[src/rtl/halt_ctrl_pkg.sv]
// Shared types for the halt/exit controller: cause codes, FSM states,
// and the halt-event priority picker.
package halt_ctrl_pkg;

  typedef enum logic [1:0] {
    HC_NONE    = 2'd0,
    HC_EBREAK  = 2'd1,
    HC_TOHOST  = 2'd2,
    HC_TIMEOUT = 2'd3
  } cause_e;

  typedef enum logic [1:0] {
    ST_RUN    = 2'd0,
    ST_DRAIN  = 2'd1,
    ST_HALTED = 2'd2
  } state_e;

  localparam logic [31:0] TIMEOUT_CODE = 32'hFFFF_FFFF;

  typedef struct packed {
    logic        hit;
    cause_e      cause;
    logic [31:0] code;
  } halt_evt_t;

  // ebreak wins over tohost, tohost over the watchdog
  function automatic halt_evt_t pick_event(
    input logic        eb,
    input logic [31:0] a0,
    input logic        th,
    input logic [31:0] wd,
    input logic        to
  );
    halt_evt_t e;
    e = '{hit: 1'b0, cause: HC_NONE, code: 32'd0};
    if (eb)
      e = '{hit: 1'b1, cause: HC_EBREAK, code: a0};
    else if (th)
      e = '{hit: 1'b1, cause: HC_TOHOST,
            code: {1'b0, wd[31:1]}};
    else if (to)
      e = '{hit: 1'b1, cause: HC_TIMEOUT,
            code: TIMEOUT_CODE};
    return e;
  endfunction

endpackage

[src/rtl/halt_ctrl_if.sv]
// MMIO store port and console byte stream of the halt controller.
// master = core/host side, slave = halt_ctrl side.
interface halt_ctrl_if;

  logic        mmio_we;
  logic [31:0] mmio_addr;
  logic [31:0] mmio_wdata;
  logic        mmio_ready;

  logic        con_valid;
  logic [7:0]  con_data;
  logic        con_ready;

  modport master (
    output mmio_we,
    output mmio_addr,
    output mmio_wdata,
    input  mmio_ready,
    input  con_valid,
    input  con_data,
    output con_ready
  );

  modport slave (
    input  mmio_we,
    input  mmio_addr,
    input  mmio_wdata,
    output mmio_ready,
    output con_valid,
    output con_data,
    input  con_ready
  );

endinterface

[src/rtl/halt_ctrl_sync_fifo.sv]
// Synchronous FIFO with wrap-bit pointers and a register-file head.
// Push when full and pop when empty are ignored.
module sync_fifo #(
  parameter int WIDTH = 8,
  parameter int DEPTH = 8
) (
  input  logic             clk,
  input  logic             rst,
  input  logic             push,
  input  logic [WIDTH-1:0] din,
  input  logic             pop,
  output logic             full,
  output logic             empty,
  output logic [WIDTH-1:0] head
);

  localparam int AW = $clog2(DEPTH);

  logic [AW:0]      wr_ptr;
  logic [AW:0]      rd_ptr;
  logic [WIDTH-1:0] mem [DEPTH];

  logic do_push;
  logic do_pop;

  assign full  = (wr_ptr[AW] != rd_ptr[AW]) &&
                 (wr_ptr[AW-1:0] == rd_ptr[AW-1:0]);
  assign empty = (wr_ptr == rd_ptr);
  assign head  = mem[rd_ptr[AW-1:0]];

  assign do_push = push && !full;
  assign do_pop  = pop && !empty;

  always_ff @(posedge clk or posedge rst) begin
    if (rst) begin
      wr_ptr <= '0;
      rd_ptr <= '0;
      for (int i = 0; i < DEPTH; i++)
        mem[i] <= '0;
    end else begin
      if (do_push) begin
        mem[wr_ptr[AW-1:0]] <= din;
        wr_ptr <= wr_ptr + 1'b1;
      end
      if (do_pop)
        rd_ptr <= rd_ptr + 1'b1;
    end
  end

endmodule

[src/rtl/halt_ctrl.sv]
// Bench halt/exit device: ebreak/tohost/watchdog halt, cycle count, console FIFO.
// Define HALT_WATCHDOG_EN to enable the run-cycle watchdog (cause 3).
module halt_ctrl
  import halt_ctrl_pkg::*;
#(
  parameter logic [31:0] TOHOST_ADDR    = 32'h1000_0000,
  parameter logic [31:0] CONSOLE_ADDR   = 32'h1000_0004,
  parameter int          FIFO_DEPTH     = 8,
  parameter logic [63:0] TIMEOUT_CYCLES = 64'd5_000_000_000
) (
  input  logic        clk,
  input  logic        rst,
  input  logic        ebreak_pulse,
  input  logic [31:0] a0,
  halt_ctrl_if.slave  bus,
  output logic        core_stall,
  output logic        halted,
  output logic [1:0]  halt_cause,
  output logic [31:0] exit_code,
  output logic [63:0] cycles
);

  state_e    st;
  cause_e    cause;
  halt_evt_t evt;

  logic run;
  logic con_hit;
  logic th_hit;
  logic to_hit;
  logic push;
  logic pop;
  logic fifo_full;
  logic fifo_empty;
  logic [7:0] fifo_head;

  assign run     = (st == ST_RUN);
  assign con_hit = (bus.mmio_addr == CONSOLE_ADDR);
  assign th_hit  = bus.mmio_we &&
                   (bus.mmio_addr == TOHOST_ADDR) &&
                   bus.mmio_wdata[0];

`ifdef HALT_WATCHDOG_EN
  assign to_hit = run &&
                  (cycles == TIMEOUT_CYCLES - 64'd1);
`else
  logic unused_timeout;
  assign unused_timeout = ^TIMEOUT_CYCLES;
  assign to_hit = 1'b0;
`endif

  assign evt = pick_event(ebreak_pulse, a0, th_hit,
                          bus.mmio_wdata, to_hit);

  // full FIFO back-pressures console stores; no bypass
  assign bus.mmio_ready = !(run && con_hit && fifo_full);

  assign push = run && bus.mmio_we && con_hit &&
                !fifo_full;
  assign pop  = !fifo_empty && bus.con_ready;

  sync_fifo #(
    .WIDTH (8),
    .DEPTH (FIFO_DEPTH)
  ) u_fifo (
    .clk   (clk),
    .rst   (rst),
    .push  (push),
    .din   (bus.mmio_wdata[7:0]),
    .pop   (pop),
    .full  (fifo_full),
    .empty (fifo_empty),
    .head  (fifo_head)
  );

  assign bus.con_valid = !fifo_empty;
  assign bus.con_data  = fifo_head;
  assign halt_cause    = cause;

  always_ff @(posedge clk or posedge rst) begin
    if (rst) begin
      st         <= ST_RUN;
      cycles     <= 64'd0;
      cause      <= HC_NONE;
      exit_code  <= 32'd0;
      core_stall <= 1'b0;
      halted     <= 1'b0;
    end else begin
      unique case (st)
        ST_RUN: begin
          cycles <= cycles + 64'd1;
          if (evt.hit) begin
            st         <= ST_DRAIN;
            cause      <= evt.cause;
            exit_code  <= evt.code;
            core_stall <= 1'b1;
          end
        end
        ST_DRAIN: begin
          if (fifo_empty) begin
            st     <= ST_HALTED;
            halted <= 1'b1;
          end
        end
        ST_HALTED: begin
          st <= ST_HALTED;
        end
        default: begin
          st <= ST_RUN;
        end
      endcase
    end
  end

endmodule

[src/flat_wrapper.sv]
// flat-port wrapper written by rule: the top's interface ports become plain ports
module halt_ctrl_flat import halt_ctrl_pkg::*;
#(
  parameter logic [31:0] TOHOST_ADDR    = 32'h1000_0000,
  parameter logic [31:0] CONSOLE_ADDR   = 32'h1000_0004,
  parameter int          FIFO_DEPTH     = 8,
  parameter logic [63:0] TIMEOUT_CYCLES = 64'd5_000_000_000
)
  (clk, rst, ebreak_pulse, a0, core_stall, halted, halt_cause, exit_code, cycles, bus_mmio_we, bus_mmio_addr, bus_mmio_wdata, bus_mmio_ready, bus_con_valid, bus_con_data, bus_con_ready);
  halt_ctrl_if bus_i ();
  input  logic clk;
  input  logic rst;
  input  logic ebreak_pulse;
  input  logic [31:0] a0;
  output logic core_stall;
  output logic halted;
  output logic [1:0] halt_cause;
  output logic [31:0] exit_code;
  output logic [63:0] cycles;
  input wire logic [$bits(bus_i.mmio_we)-1:0] bus_mmio_we;
  input wire logic [$bits(bus_i.mmio_addr)-1:0] bus_mmio_addr;
  input wire logic [$bits(bus_i.mmio_wdata)-1:0] bus_mmio_wdata;
  output wire logic [$bits(bus_i.mmio_ready)-1:0] bus_mmio_ready;
  output wire logic [$bits(bus_i.con_valid)-1:0] bus_con_valid;
  output wire logic [$bits(bus_i.con_data)-1:0] bus_con_data;
  input wire logic [$bits(bus_i.con_ready)-1:0] bus_con_ready;
  assign bus_i.mmio_we = bus_mmio_we;
  assign bus_i.mmio_addr = bus_mmio_addr;
  assign bus_i.mmio_wdata = bus_mmio_wdata;
  assign bus_mmio_ready = bus_i.mmio_ready;
  assign bus_con_valid = bus_i.con_valid;
  assign bus_con_data = bus_i.con_data;
  assign bus_i.con_ready = bus_con_ready;
  halt_ctrl #(.TOHOST_ADDR(TOHOST_ADDR), .CONSOLE_ADDR(CONSOLE_ADDR), .FIFO_DEPTH(FIFO_DEPTH), .TIMEOUT_CYCLES(TIMEOUT_CYCLES)) u_core (.clk(clk), .rst(rst), .ebreak_pulse(ebreak_pulse), .a0(a0), .bus(bus_i), .core_stall(core_stall), .halted(halted), .halt_cause(halt_cause), .exit_code(exit_code), .cycles(cycles));
endmodule
[config.mk]
export PLATFORM = sky130hd
export DESIGN_NAME = halt_ctrl_flat
export DESIGN_NICKNAME = d
export VERILOG_FILES = /design/src/rtl/halt_ctrl_pkg.sv /design/src/rtl/halt_ctrl_if.sv /design/src/rtl/halt_ctrl_sync_fifo.sv /design/src/rtl/halt_ctrl.sv /design/src/flat_wrapper.sv
export SDC_FILE = /design/constraint.sdc
export NUM_CORES = 1
export LEC_CHECK = 0
export ABC_CLOCK_PERIOD_IN_PS = 5700
export BUFFER_PORTS_ARGS = -buffer_cell sky130_fd_sc_hd__buf_4
export CORE_MARGIN = 5
export CORE_UTILIZATION = 53
export DETAILED_ROUTE_END_ITERATION = 16
export HOLD_SLACK_MARGIN = 0.15
export PLACE_DENSITY = 0.8
export SYNTH_ARGS = -nofsm -noshare
export SYNTH_HDL_FRONTEND = slang
export SYNTH_SLANG_ARGS = --single-unit
[constraint.sdc]
create_clock -name clk -period 5.7 [get_ports clk]
set_input_delay 0.57 -clock clk [delete_from_list [all_inputs] [get_ports clk]]
set_output_delay 0.57 -clock clk [all_outputs]
set_load 0.05 [all_outputs]
==> results.yml <==
placed_design:
  hpwl_mm: 14.86
  gp_congestion: 0.8168
  port-buffer-count: 210
  dp_cells: 1017
global_route:
  grt_overflow_total: 0
  grt_pass1_vias: 6492
  grt.total_usage: 0.2329
  antenna_found_initial: 0
  grt_max_degree: 121
  grt_pass1_wl_mm: 33.56
worst_setup_path:
  crit_path_max_fanout: 20
  r2r_slack_ps: 2320
  crit_type: "flip-flop to flip-flop"
  crit_path_end: "u_core.u_fifo.mem[36]"
  cp_data_required_time_ps: 6010
  r2r_start: "u_core.u_fifo.rd_ptr[1]"
  path_cells: "xnor2_1, a41oi_1, nor4b_2, and4b_1, mux2_2"
  cpPeakStageDelay_ps: 950
  cp_num_buf_inv: 0
  cp-start-kind: "flip-flop"
  critPathArrivalTime_ps: 3700
  crit_cells: 5
  rr_worst_depth: 5
  crit_path_end_kind: "flip-flop"
  worst_r2r_endpoint: "u_core.u_fifo.mem[36]"
  crit_path_top_delay_cell: "dfrtp_1"
  critPathLaunch: "u_core.u_fifo.rd_ptr[1]"
  crit_family: "simple AND/OR/NAND/NOR gates"
clock_network:
  post_cts_buffers: 0
  insertion_delay_ps: 420
  path_clk_slew_ps: 70
  cts_tree: "done"
  cts_resized: 0
  clock_tree.root_cell: "clkbuf_16"
  cts_hold_buf: 0
  h-tree-depth: 4
  cts_buffers: 17
  cts_sinks: 174
  cts_buffer_depth: 2
power_and_ir_drop:
  seqPwrFrac: 0.500
  pwr-share-comb: 0.045
  clkPwrFrac: 0.455
  intPower_uw: 1908
  irDropWorstVdd_v: 0.0002270
  power_switching_uw: 559.0
  switching_share: 0.2265
  p_per_area_nw_per_um2: 235.3
  leakage_uw: 0.005200
synth:
  yosysSeqAreaShare: 0.5286
  synth-seq-cells: 174
  async_reset_ff_frac: 1.000
  synth_top_flop_cell: "dfrtp_1"
  synthCells: 653
  syn_nets: 759
  synth.top_cell.area_share: 0.5286
  syn_avg_cell_area_um2: 12.62
  synth_area_um2: 8238
  yosysMostFrequentCell: "dfrtp_1"
  yosysWarnings: 0
  yosys.area.top_type: "dfrtp_1"
  yosysUniqueCellTypes: 48
  synth-edff-count: 0
  synth_common_cells: "174 x dfrtp_1, 76 x mux2_2, 47 x xnor2_1"
  yosys-top-cells-area: "dfrtp_1 53%, mux2_2 10%, xnor2_1 5.0%, mux4_2 4.4%, a2bb2oi_1 3.3%"
timing:
  finClkSkew_ps: 10.17
  min_period_over_period: 0.5939
  setup_viol: 0
  hold_violations: 0
  fin_setup_tns_ps: 0
  fmax_mhz: 295.4
  maxSlewViolCount: 0
  max-slew-margin-rel: 0.2244
  worst_pin_slew_ps: 1163
  holdWs_ps: 410.8
  rsz0062_at_grt: "false"
  min_period_ps: 3385
floorplan:
  start_util: 0.5419
  dieWidth_um: 134.7
  die_area_um2: 18140
  fp-row-count: 45
  chipHeight_um: 134.7
  core_area_um2: 15200
  ios: 211
route:
  avgViaCountPerCell: 5.838
  drt-total-wl_mm: 20.68
  dr.pass1.iters: 4
  wl_per_cell_um: 19.72
  drc: 0
  drt-initial-drc-count: 332
  drt.antenna.violating_nets: 0
  num_vias: 6124
cells_and_area:
  n_antenna_cell: 0
  final_cells: 1049
  nNetsFinal: 954
  final_layout_size_suffix_gt1_frac: 0.4146
  post-route-util: 0.6897
  areaGrowthSynthToFinish_pct: 27.28
flow_run:
  drv_cap: 0
run_status:
  status: "complete, no violations"
hold_path:
  hp-class: "input port to async pin"
==> logic make-up after synthesis <==
kind of cell,count (synthesis),synth area share
multiplexers,92,0.1476
AO/OA/AOI/OAI,72,0.06911
flip-flops,174,0.5286
buffers and inverters,54,0.02825
AND/OR/NAND/NOR,183,0.1413
adder cells (fa/ha/maj),5,0.007594
XOR/XNOR,73,0.07761
==> metrics by stage <==
stage                     setup slack (ps)  total power, uW  area [um2]
after floorplan                      413.2             1298        8238
after global placement                2276             1367        9916
after detailed placement              2112             1371        9916
after CTS                             2340             2483       10490
after global routing                  2073             2547       10490
final                                 2315             2468       10490
==> worst min-delay path by stage <==
stage	from	to	slack, ps
4_1_cts	a0[31]	u_core.exit_code[31]	410
5_1_grt	a0[31]	u_core.exit_code[31]	410
6_report	rst	u_core.cycles[32]	410
3_5_place_dp	u_core.cycles[63]	u_core.cycles[63]	460
2_1_floorplan	u_core.u_fifo.rd_ptr[3]	u_core.u_fifo.rd_ptr[3]	460
3_3_place_gp	u_core.core_stall	u_core.core_stall	460
==> area by class of cell <==
type / instances / area, um2
Fill cell: 1101 / 4717
Sequential cell: 174 / 4354
Multi-Input combinational cell: 425 / 3651
Timing Repair Buffer: 215 / 1614
Clock buffer: 18 / 439.2
Tap cell: 188 / 235.2
Clock inverter: 14 / 130.1
Inverter: 15 / 61.31
==> cells in the final DEF, fill, tap and decap left out, types with 4 or more instances in the layout <==
cell type	instances
nor4_1	12
xnor2_1	47
ha_1	5
o31ai_1	31
xor2_1	26
inv_1	14
and2_1	4
nand2b_1	31
nand4_1	19
clkbuf_16	17
and4_1	7
nor3_1	7
nand2_1	27
inv_6	5
nor2_1	15
mux2_2	76
and3_1	6
buf_4	215
dfrtp_1	174
a2bb2oi_1	31
clkinvlp_4	4
nand3_1	28
mux4_2	16
==> power groups by stage <==
| stage | Sequential, uW | Clock, uW | Combinational [uW] |
|---|---|---|---|
| floorplan | 1260 | 0 | 39.7 |
| global placement | 1260 | 0 | 109 |
| detailed placement | 1260 | 0 | 113 |
| CTS | 1230 | 1130 | 114 |
| global route | 1230 | 1190 | 124 |
| finish | 1230 | 1120 | 111 |
==> per-layer routing <==
layer  track usage  part of all wire  up-vias  routed length, um
met4       0.06957             0.015        0                303
li1              -                 -     2767                  -
met5             0                 0        -                  0
met2        0.4074              0.52      231              10700
met1        0.2851              0.40     3101               8293
met3       0.05961             0.067       25               1387
==> registers in the layout (all words and copies together) (netlist names) <==
signal	flops
u_core.cycles	64
u_core.u_fifo.mem	64
u_core.exit_code	32
u_core.u_fifo.rd_ptr	4
u_core.u_fifo.wr_ptr	4
u_core.halt_cause	2
u_core.st	2
u_core.core_stall	1
u_core.halted	1
==> worst register-to-register path, delay by kind of cell, from the launching register on <==
kind / cells / cell delay (ps)
flops: 1 / 950
simple gates: 2 / 1470
xor+xnor: 1 / 220
compound gates: 1 / 240
mux: 1 / 390
Power figures use the tool's default switching activity.
